## config.mk

```make
export PLATFORM = sky130hd
export DESIGN_NAME = cp0_ctrl
export DESIGN_NICKNAME = d
export VERILOG_FILES = /design/src/rtl/cp0_ctrl_pkg.sv /design/src/rtl/cp0_ctrl.sv
export SDC_FILE = /design/constraint.sdc
export NUM_CORES = 1
export LEC_CHECK = 0
export BUFFER_PORTS_ARGS = -buffer_cell sky130_fd_sc_hd__buf_2
export CORE_MARGIN = 2
export CORE_UTILIZATION = 35
export CTS_CLUSTER_SIZE = 30
export DETAILED_ROUTE_END_ITERATION = 10
export SLEW_MARGIN = 10
export SYNTH_ARGS = -nofsm -noshare
export SYNTH_HDL_FRONTEND = slang
export SYNTH_SLANG_ARGS = --single-unit
```

## constraint.sdc

```tcl
create_clock -name clk -period 4.8 [get_ports clk]
set_input_delay 0 -clock clk [delete_from_list [all_inputs] [get_ports clk]]
set_output_delay 0 -clock clk [all_outputs]
set_load 0.02 [all_outputs]
```

## src/rtl/cp0_ctrl_pkg.sv

```systemverilog
// Shared MIPS definitions: CP0 register numbers, exception codes and CP0 field positions.
package mips_defs;

    localparam logic [4:0] CP0_SR    = 5'd12;
    localparam logic [4:0] CP0_CAUSE = 5'd13;
    localparam logic [4:0] CP0_EPC   = 5'd14;
    localparam logic [4:0] CP0_PRID  = 5'd15;

    localparam logic [4:0] EXC_INT  = 5'd0;
    localparam logic [4:0] EXC_ADEL = 5'd4;
    localparam logic [4:0] EXC_ADES = 5'd5;
    localparam logic [4:0] EXC_RI   = 5'd10;
    localparam logic [4:0] EXC_OV   = 5'd12;

    localparam logic [31:0] HANDLER_ADDR = 32'h0000_4180;

    localparam int SR_IM_LO     = 10;
    localparam int SR_EXL       = 1;
    localparam int SR_IE        = 0;
    localparam int CAUSE_BD     = 31;
    localparam int CAUSE_IP_LO  = 10;
    localparam int CAUSE_EXC_LO = 2;

    function automatic logic irq_pending(input logic [5:0] hw_int,
                                         input logic [5:0] im,
                                         input logic       ie,
                                         input logic       exl);
        return (|(hw_int & im)) & ie & ~exl;
    endfunction

endpackage

```

## src/rtl/cp0_ctrl.sv

```systemverilog
// Coprocessor-0 exception/interrupt controller: captures M-stage exceptions and
// interrupts, holds SR/Cause/EPC/PrID and serves mfc0/mtc0.
module cp0_ctrl
    import mips_defs::*;
#(
    parameter logic [31:0] PRID = 32'h0000_4D49
) (
    input  logic        clk,
    input  logic        reset,
    input  logic        we,
    input  logic [4:0]  addr,
    input  logic [31:0] wdata,
    output logic [31:0] rdata,
    input  logic [31:0] pc_m,
    input  logic        bd_m,
    input  logic [4:0]  exc_code_m,
    input  logic [5:0]  hw_int,
    input  logic        eret_m,
    output logic        int_req,
    output logic [29:0] epc_out,
    output logic        exl
);

    logic [5:0]  r_im;
    logic        r_exl;
    logic        r_ie;
    logic        r_bd;
    logic [5:0]  r_ip;
    logic [4:0]  r_exc_code;
    logic [31:0] r_epc;

    logic        w_irq;
    logic        w_exc;
    logic [31:0] w_epc_next;
    logic [31:0] w_sr;
    logic [31:0] w_cause;

    assign w_irq   = irq_pending(hw_int, r_im, r_ie, r_exl);
    assign w_exc   = (exc_code_m != 5'd0) & ~r_exl;
    assign int_req = w_irq | w_exc;

    // A delay-slot instruction returns to its branch so the branch re-executes.
    assign w_epc_next = (bd_m ? (pc_m - 32'd4) : pc_m) & ~32'h3;

    always_ff @(posedge clk) begin
        if (reset) begin
            r_im       <= '0;
            r_exl      <= 1'b0;
            r_ie       <= 1'b0;
            r_bd       <= 1'b0;
            r_ip       <= '0;
            r_exc_code <= '0;
            r_epc      <= '0;
        end else begin
            r_ip <= hw_int;
            if (int_req) begin
                r_exl      <= 1'b1;
                r_exc_code <= w_irq ? EXC_INT : exc_code_m;
                r_bd       <= bd_m;
                r_epc      <= w_epc_next;
            end else if (eret_m) begin
                r_exl <= 1'b0;
            end else if (we) begin
                case (addr)
                    CP0_SR: begin
                        r_im  <= wdata[SR_IM_LO +: 6];
                        r_exl <= wdata[SR_EXL];
                        r_ie  <= wdata[SR_IE];
                    end
                    CP0_EPC: r_epc <= {wdata[31:2], 2'b00};
                    default: ;
                endcase
            end
        end
    end

    always_comb begin
        w_sr                          = '0;
        w_sr[SR_IM_LO +: 6]           = r_im;
        w_sr[SR_EXL]                  = r_exl;
        w_sr[SR_IE]                   = r_ie;
        w_cause                       = '0;
        w_cause[CAUSE_BD]             = r_bd;
        w_cause[CAUSE_IP_LO +: 6]     = r_ip;
        w_cause[CAUSE_EXC_LO +: 5]    = r_exc_code;
        case (addr)
            CP0_SR:    rdata = w_sr;
            CP0_CAUSE: rdata = w_cause;
            CP0_EPC:   rdata = r_epc;
            CP0_PRID:  rdata = PRID;
            default:   rdata = '0;
        endcase
    end

    assign epc_out = r_epc[31:2];
    assign exl     = r_exl;

endmodule

```

; Word-level counts from Yosys, hierarchy flattened
; Index checks and enable logic that the tools add are counted.
[word_totals]
wordCells = 41
register_bits = 50
in_bits = 85
out_inout_bits = 64
[op_classes]
n_mux = 11
n_bitwise = 8
addsub = 1
eq_ne = 5
reduce_logical = 9
[op_table]
columns = operator, n
row1 = 32-bit 2-to-1 mux, 5
row2 = 32-bit case mux with 4 select lines, 1
row3 = "32-bit by 3-bit subtractor with 32-bit output, second input constant", 1
row4 = "5-bit by 4-bit equality test with 1-bit output, second input constant", 4
row5 = 6-bit AND, 1
row6 = 3-bit nonzero test, 2
row7 = 6-bit OR reduction, 1
row8 = 5-bit 2-to-1 mux, 1
row9 = 5-bit nonzero test, 1
row10 = 1-bit 2-to-1 mux, 4
row11 = 4-bit AND reduction, 1
row12 = 2-bit nonzero test, 2
row13 = 1-bit AND, 3
row14 = 1-bit NOT, 3
row15 = 3-bit AND reduction, 1
row16 = "2-bit by 1-bit != test with 1-bit output, second input constant", 1
row17 = 2-bit AND reduction, 1
row18 = 1-bit bitwise OR, 1

; Longest topological paths before layout
[logic_depth]
depth_word = 7
mapped_depth = 7
depth_no_buf = 6

; Worst setup path before layout
; No wires, ideal clock.
[synth_path]
kind = register to register
start = register r_im[1]
end = register r_epc[23]
setup_slack_ps = 2975
period_less_slack_ps = 1825
path_stages_with_launch = 7
setup_ps = 148
path_buffers = 2
t_arrival_ps = 1677
t_required_ps = 4652
cell_sequence = dfxtp_1 -> a22o_1 -> o311a_1 -> clkbuf_1 -> clkbuf_1 -> o41ai_1 -> a31oi_1
[synth_via]
elab_chain_cells = 7
elab_cells_between_ends = 10
cone_classes = eq/ne (1) / mux (1) / bitwise (4) / reduce/logical (4)
[synth_rtl]
columns = element, line
row1 = start: declaration, cp0_ctrl.sv:24  ; logic [5:0] r_im;
row2 = start signal: assignment, cp0_ctrl.sv:66  ; r_im <= wdata[SR_IM_LO +: 6];
row3 = 6-bit AND *, cp0_ctrl_pkg.sv:28  ; return (|(hw_int & im)) & ie & ~exl;
row4 = 6-bit OR reduction *, cp0_ctrl_pkg.sv:28
row5 = 1-bit AND * (2 in a row), cp0_ctrl_pkg.sv:28
row6 = 1-bit bitwise OR *, cp0_ctrl.sv:40  ; assign int_req = w_irq | w_exc;
row7 = 2-bit by 1-bit != test with 1-bit output (no source line) or 2-bit nonzero test (tied branches), -
row8 = 3-bit AND reduction (no source line), -
row9 = end signal: assignment, cp0_ctrl.sv:60  ; r_epc <= w_epc_next;
row10 = end signal: assignment, cp0_ctrl.sv:70  ; CP0_EPC: r_epc <= {wdata[31:2], 2'b00};
row11 = end: declaration, cp0_ctrl.sv:30  ; logic [31:0] r_epc;
; Every way passes the cells marked *; elsewhere a longest branch is shown, timed or not.
; A chain may end at the register's enable or synchronous reset.

; Worst setup path after layout
[layout_path]
start = register r_exl (netlist: exl)
end = output port int_req
[layout_via]
elab_chain_cells = 3
elab_cells_between_ends = 4
cone_classes = bitwise (4)
[layout_rtl]
columns = element, line
row1 = start: declaration, cp0_ctrl.sv:25  ; logic r_exl;
row2 = start signal: assignment, cp0_ctrl.sv:67  ; r_exl <= wdata[SR_EXL];
row3 = 1-bit NOT *, "cp0_ctrl_pkg.sv:28, cp0_ctrl.sv:39"
row4 = 1-bit AND (on tied branches), "cp0_ctrl_pkg.sv:28, cp0_ctrl.sv:39"
row5 = 1-bit bitwise OR *, cp0_ctrl.sv:40
row6 = end: declaration, cp0_ctrl.sv:19  ; output logic int_req,
; Marks and branches as above.

==> key figures <==
Logic synthesis
  • Top FF cell, synth: dfxtp_1
  • Mapped Nets: 521
  • Number of synthesized flops with an enable pin: 0
  • Mapped Cells: 435
  • Top post-synthesis cells by area: dfxtp_1 28%, mux2i_1 5.6%, o31a_1 5.4%, and4_1 5.1%, o41ai_1 4.6%
  • Register area share after synthesis: 0.278
  • Synthesized area: 3600 um2
  • #FFs+latches synth: 50
  • Yosys warns: 0
  • Synth top area share: 0.278
  • Mapped Avg Cell Area: 8.28 um2
  • Yosys cell types: 56
  • Synth async-reset ratio: 0
  • Area leader, netlist: dfxtp_1

Drt
  • Final ANT Viol Nets: 0
  • Residual DRC: 0
  • DR WL/cell: 18.3 um
  • DR pass1 iterations: 5
  • DR vias/cell: 5.77
  • WL final: 12,900 um
  • Via count: 4,072
  • DRC marker count from the first detailed-route iteration: 260

Power
  • LEAKAGE: 1.95 nW
  • Overall Power: 0.00106 W
  • Pwr/cell area: 225 nW/um2
  • Max VDD drop: 0.170 mV

Global routing
  • Initial antenna violation count: 0
  • GRT Util Overall: 0.222
  • Vias in the first global route: 3,769
  • Largest net degree at the start of global routing: 45
  • Global-route wire length before repair: 20,000 um
  • Remaining global-route overflow: 0

Placed design
  • Worst slack, placed: 1.90 ns
  • RePlAce Congestion: 0.885
  • Placed instance area: 4380 um2
  • Cells after DPL: 675
  • Port Buffers: 146
  • DPL Wire Length: 9260 um

Finish
  • Post-route cell area: 4720 um2
  • Nets: 655
  • Share of cells above drive strength 1: 0.330
  • Final cell count without fillers: 706
  • Area delta synth->final: 31.0%
  • Ant diodes: 0

Timing
  • Least-Margin Pin Slew: 1.17 ns
  • Worst slew margin: 0.215
  • Setup violators final: 0
  • Final setup TNS: 0 ns
  • Period utilization: 0.657
  • Worst clock skew: 0.00875 ns
  • Final-report max-slew violation count: 0
  • FMAX: 317 MHz
  • RSZ-0062 raised after global routing: false
  • Final Hold Fails: 0
  • Final setup margin: 1.65 ns
  • Fin crit period: 3.15 ns

Setup path
  • Crit path top cell by count: inv_1
  • CP Max Fanout: 31
  • CP cell instances: inv_1 > o311a_1 > buf_4 > nor2_1 > inv_1 > buf_2
  • CP Capture Type: output port
  • Worst r2r src: exl$_SDFFE_PP0P_
  • FF-to-FF path depth: 6
  • Register-to-register setup slack: 1.85 ns
  • Slowest cell on the critical path: nor2_1
  • Required @ worst endpoint: 4.80 ns
  • Max incr delay on CP: 0.73 ns
  • RR Endpoint: r_epc[7]$_SDFFE_PP0P_
  • CP arrival: 3.15 ns
  • CP startpoint kind: register
  • Crit path launch: exl$_SDFFE_PP0P_
  • Critical setup path kind: register to output port
  • Crit path capture: int_req

Clocking
  • Clk_lat worst skew: 0.31 ns
  • CTS tree: yes
  • Max Root-Sink Buffers: 2
  • CTS root buffer: clkbuf_8
  • H-tree depth: 2
  • Total setup buffers inserted after CTS: 0
  • Cts repair resizes: 0
  • Total CTS buffers: 5
  • Reg clk slew, reported paths: 0.10 ns
  • Num Clock Sinks: 50

Die
  • Io pins: 149
  • Core area: 10,100 um2
  • DIE WIDTH: 105 um
  • Total Die Area: 11,100 um2
  • Starting density of the core: 0.355
  • Row count: 37
  • Die H: 105 um

Flow run
  • Max-cap viol count: 0

Worst hold path
  • Path type of the worst min-delay path: input pin to register

Status
  • Status: finished, final reports clean
cell families (layout without fill, tap and decap cells):
logic type	after synthesis	after routing	synth area share
multiplexers	23	23	0.0650
buffers and inverters	54	189	0.0570
flip-flops	50	50	0.278
AO/OA/AOI/OAI	130	130	0.274
AND/OR/NAND/NOR	170	170	0.305
adder cells (fa/ha/maj)	1	1	0.00347
XOR/XNOR	7	7	0.0170
worst max-delay path, delay by kind of cell (launching register included):
| family | cells | cell delay (ns) |
|---|---|---|
| flops | 1 | 0.57 |
| simple gates | 1 | 0.73 |
| buf+inv | 4 | 1.36 |
| compound gates | 1 | 0.18 |
flip-flops by register name, indices dropped and copies added, names as in the netlist:
name        cells
r_im            6
r_ip            6
r_epc          30
r_exc_code      5
r_bd            1
r_ie            1
exl             1
stage by stage:
stage                     hold slack, ns   util
after floorplan                    0.128      -
after global placement             0.235  0.432
after detailed placement           0.241  0.432
after CTS                       0.000533  0.465
after global routing             0.00994  0.465
final                            0.00602  0.465
Yosys cell counts (all sizes together) (13+ instances only):
cell and count:
o41ai 19, and4 21, a21oi 14, or4 17, and3 18, clkbuf 43, nor2 19, o31ai 13
a211oi 19, mux2i 20, o31a 22, a31oi 16, nand2 22, dfxtp 50
cell usage in the layout (no fill, tap or decap), types with 16 or more instances in the layout:
cell	instances
buf_2	146
dfxtp_1	50
dlygate4sd3_1	23
nand2_1	22
o31a_1	22
and4_1	21
mux2i_1	20
nor2_1	19
a211oi_1	19
o41ai_1	19
and3_1	18
a31oi_1	16
timing repair:
action,4_1_cts,5_1_grt
hold buffers,23,0
endpoints found under the hold margin,23,0
setup endpoints to repair,0,0
where the power goes:
group | switching, W | total [W] | internal (W)
clock | 0.000145 | 0.000301 | 0.000156
combinational | 0.000173 | 0.000290 | 0.000118
sequential | 0.0000253 | 0.000471 | 0.000446
worst min path at each step:
| stage | start | to | slack (ns) | cells after the start |
|---|---|---|---|---|
| final | pc_m[27] | r_epc[27]$_SDFFE_PP0P_ | 0.006 | 3 |
| after global routing | pc_m[23] | r_epc[23]$_SDFFE_PP0P_ | 0.01 | 3 |
| after CTS | pc_m[25] | r_epc[25]$_SDFFE_PP0P_ | 0.0005 | 3 |
| after detailed placement | hw_int[4] | r_ip[4]$_SDFF_PP0_ | 0.24 | 2 |
| after global placement | hw_int[0] | r_ip[0]$_SDFF_PP0_ | 0.24 | 2 |
| after floorplan | hw_int[0] | r_ip[0]$_SDFF_PP0_ | 0.13 | 1 |
routing by layer:
metal,track usage,up-vias,wire length [um]
li1,-,2004,-
met1,0.316,1912,6130
met2,0.359,142,6000
met3,0.0235,14,606
met4,0.0524,0,182
met5,0,-,0
layout make-up:
class                   instances  area (um2)
clock buffers                   6        72.6
clock inverters                 2        37.5
fillers                      1028        5420
inverters                       6        22.5
multi-input cells             331        2410
flip-flops and latches         50        1000
well taps                     136         170
repair buffers                175        1010
No activity file was read; power rests on OpenSTA's default activity.
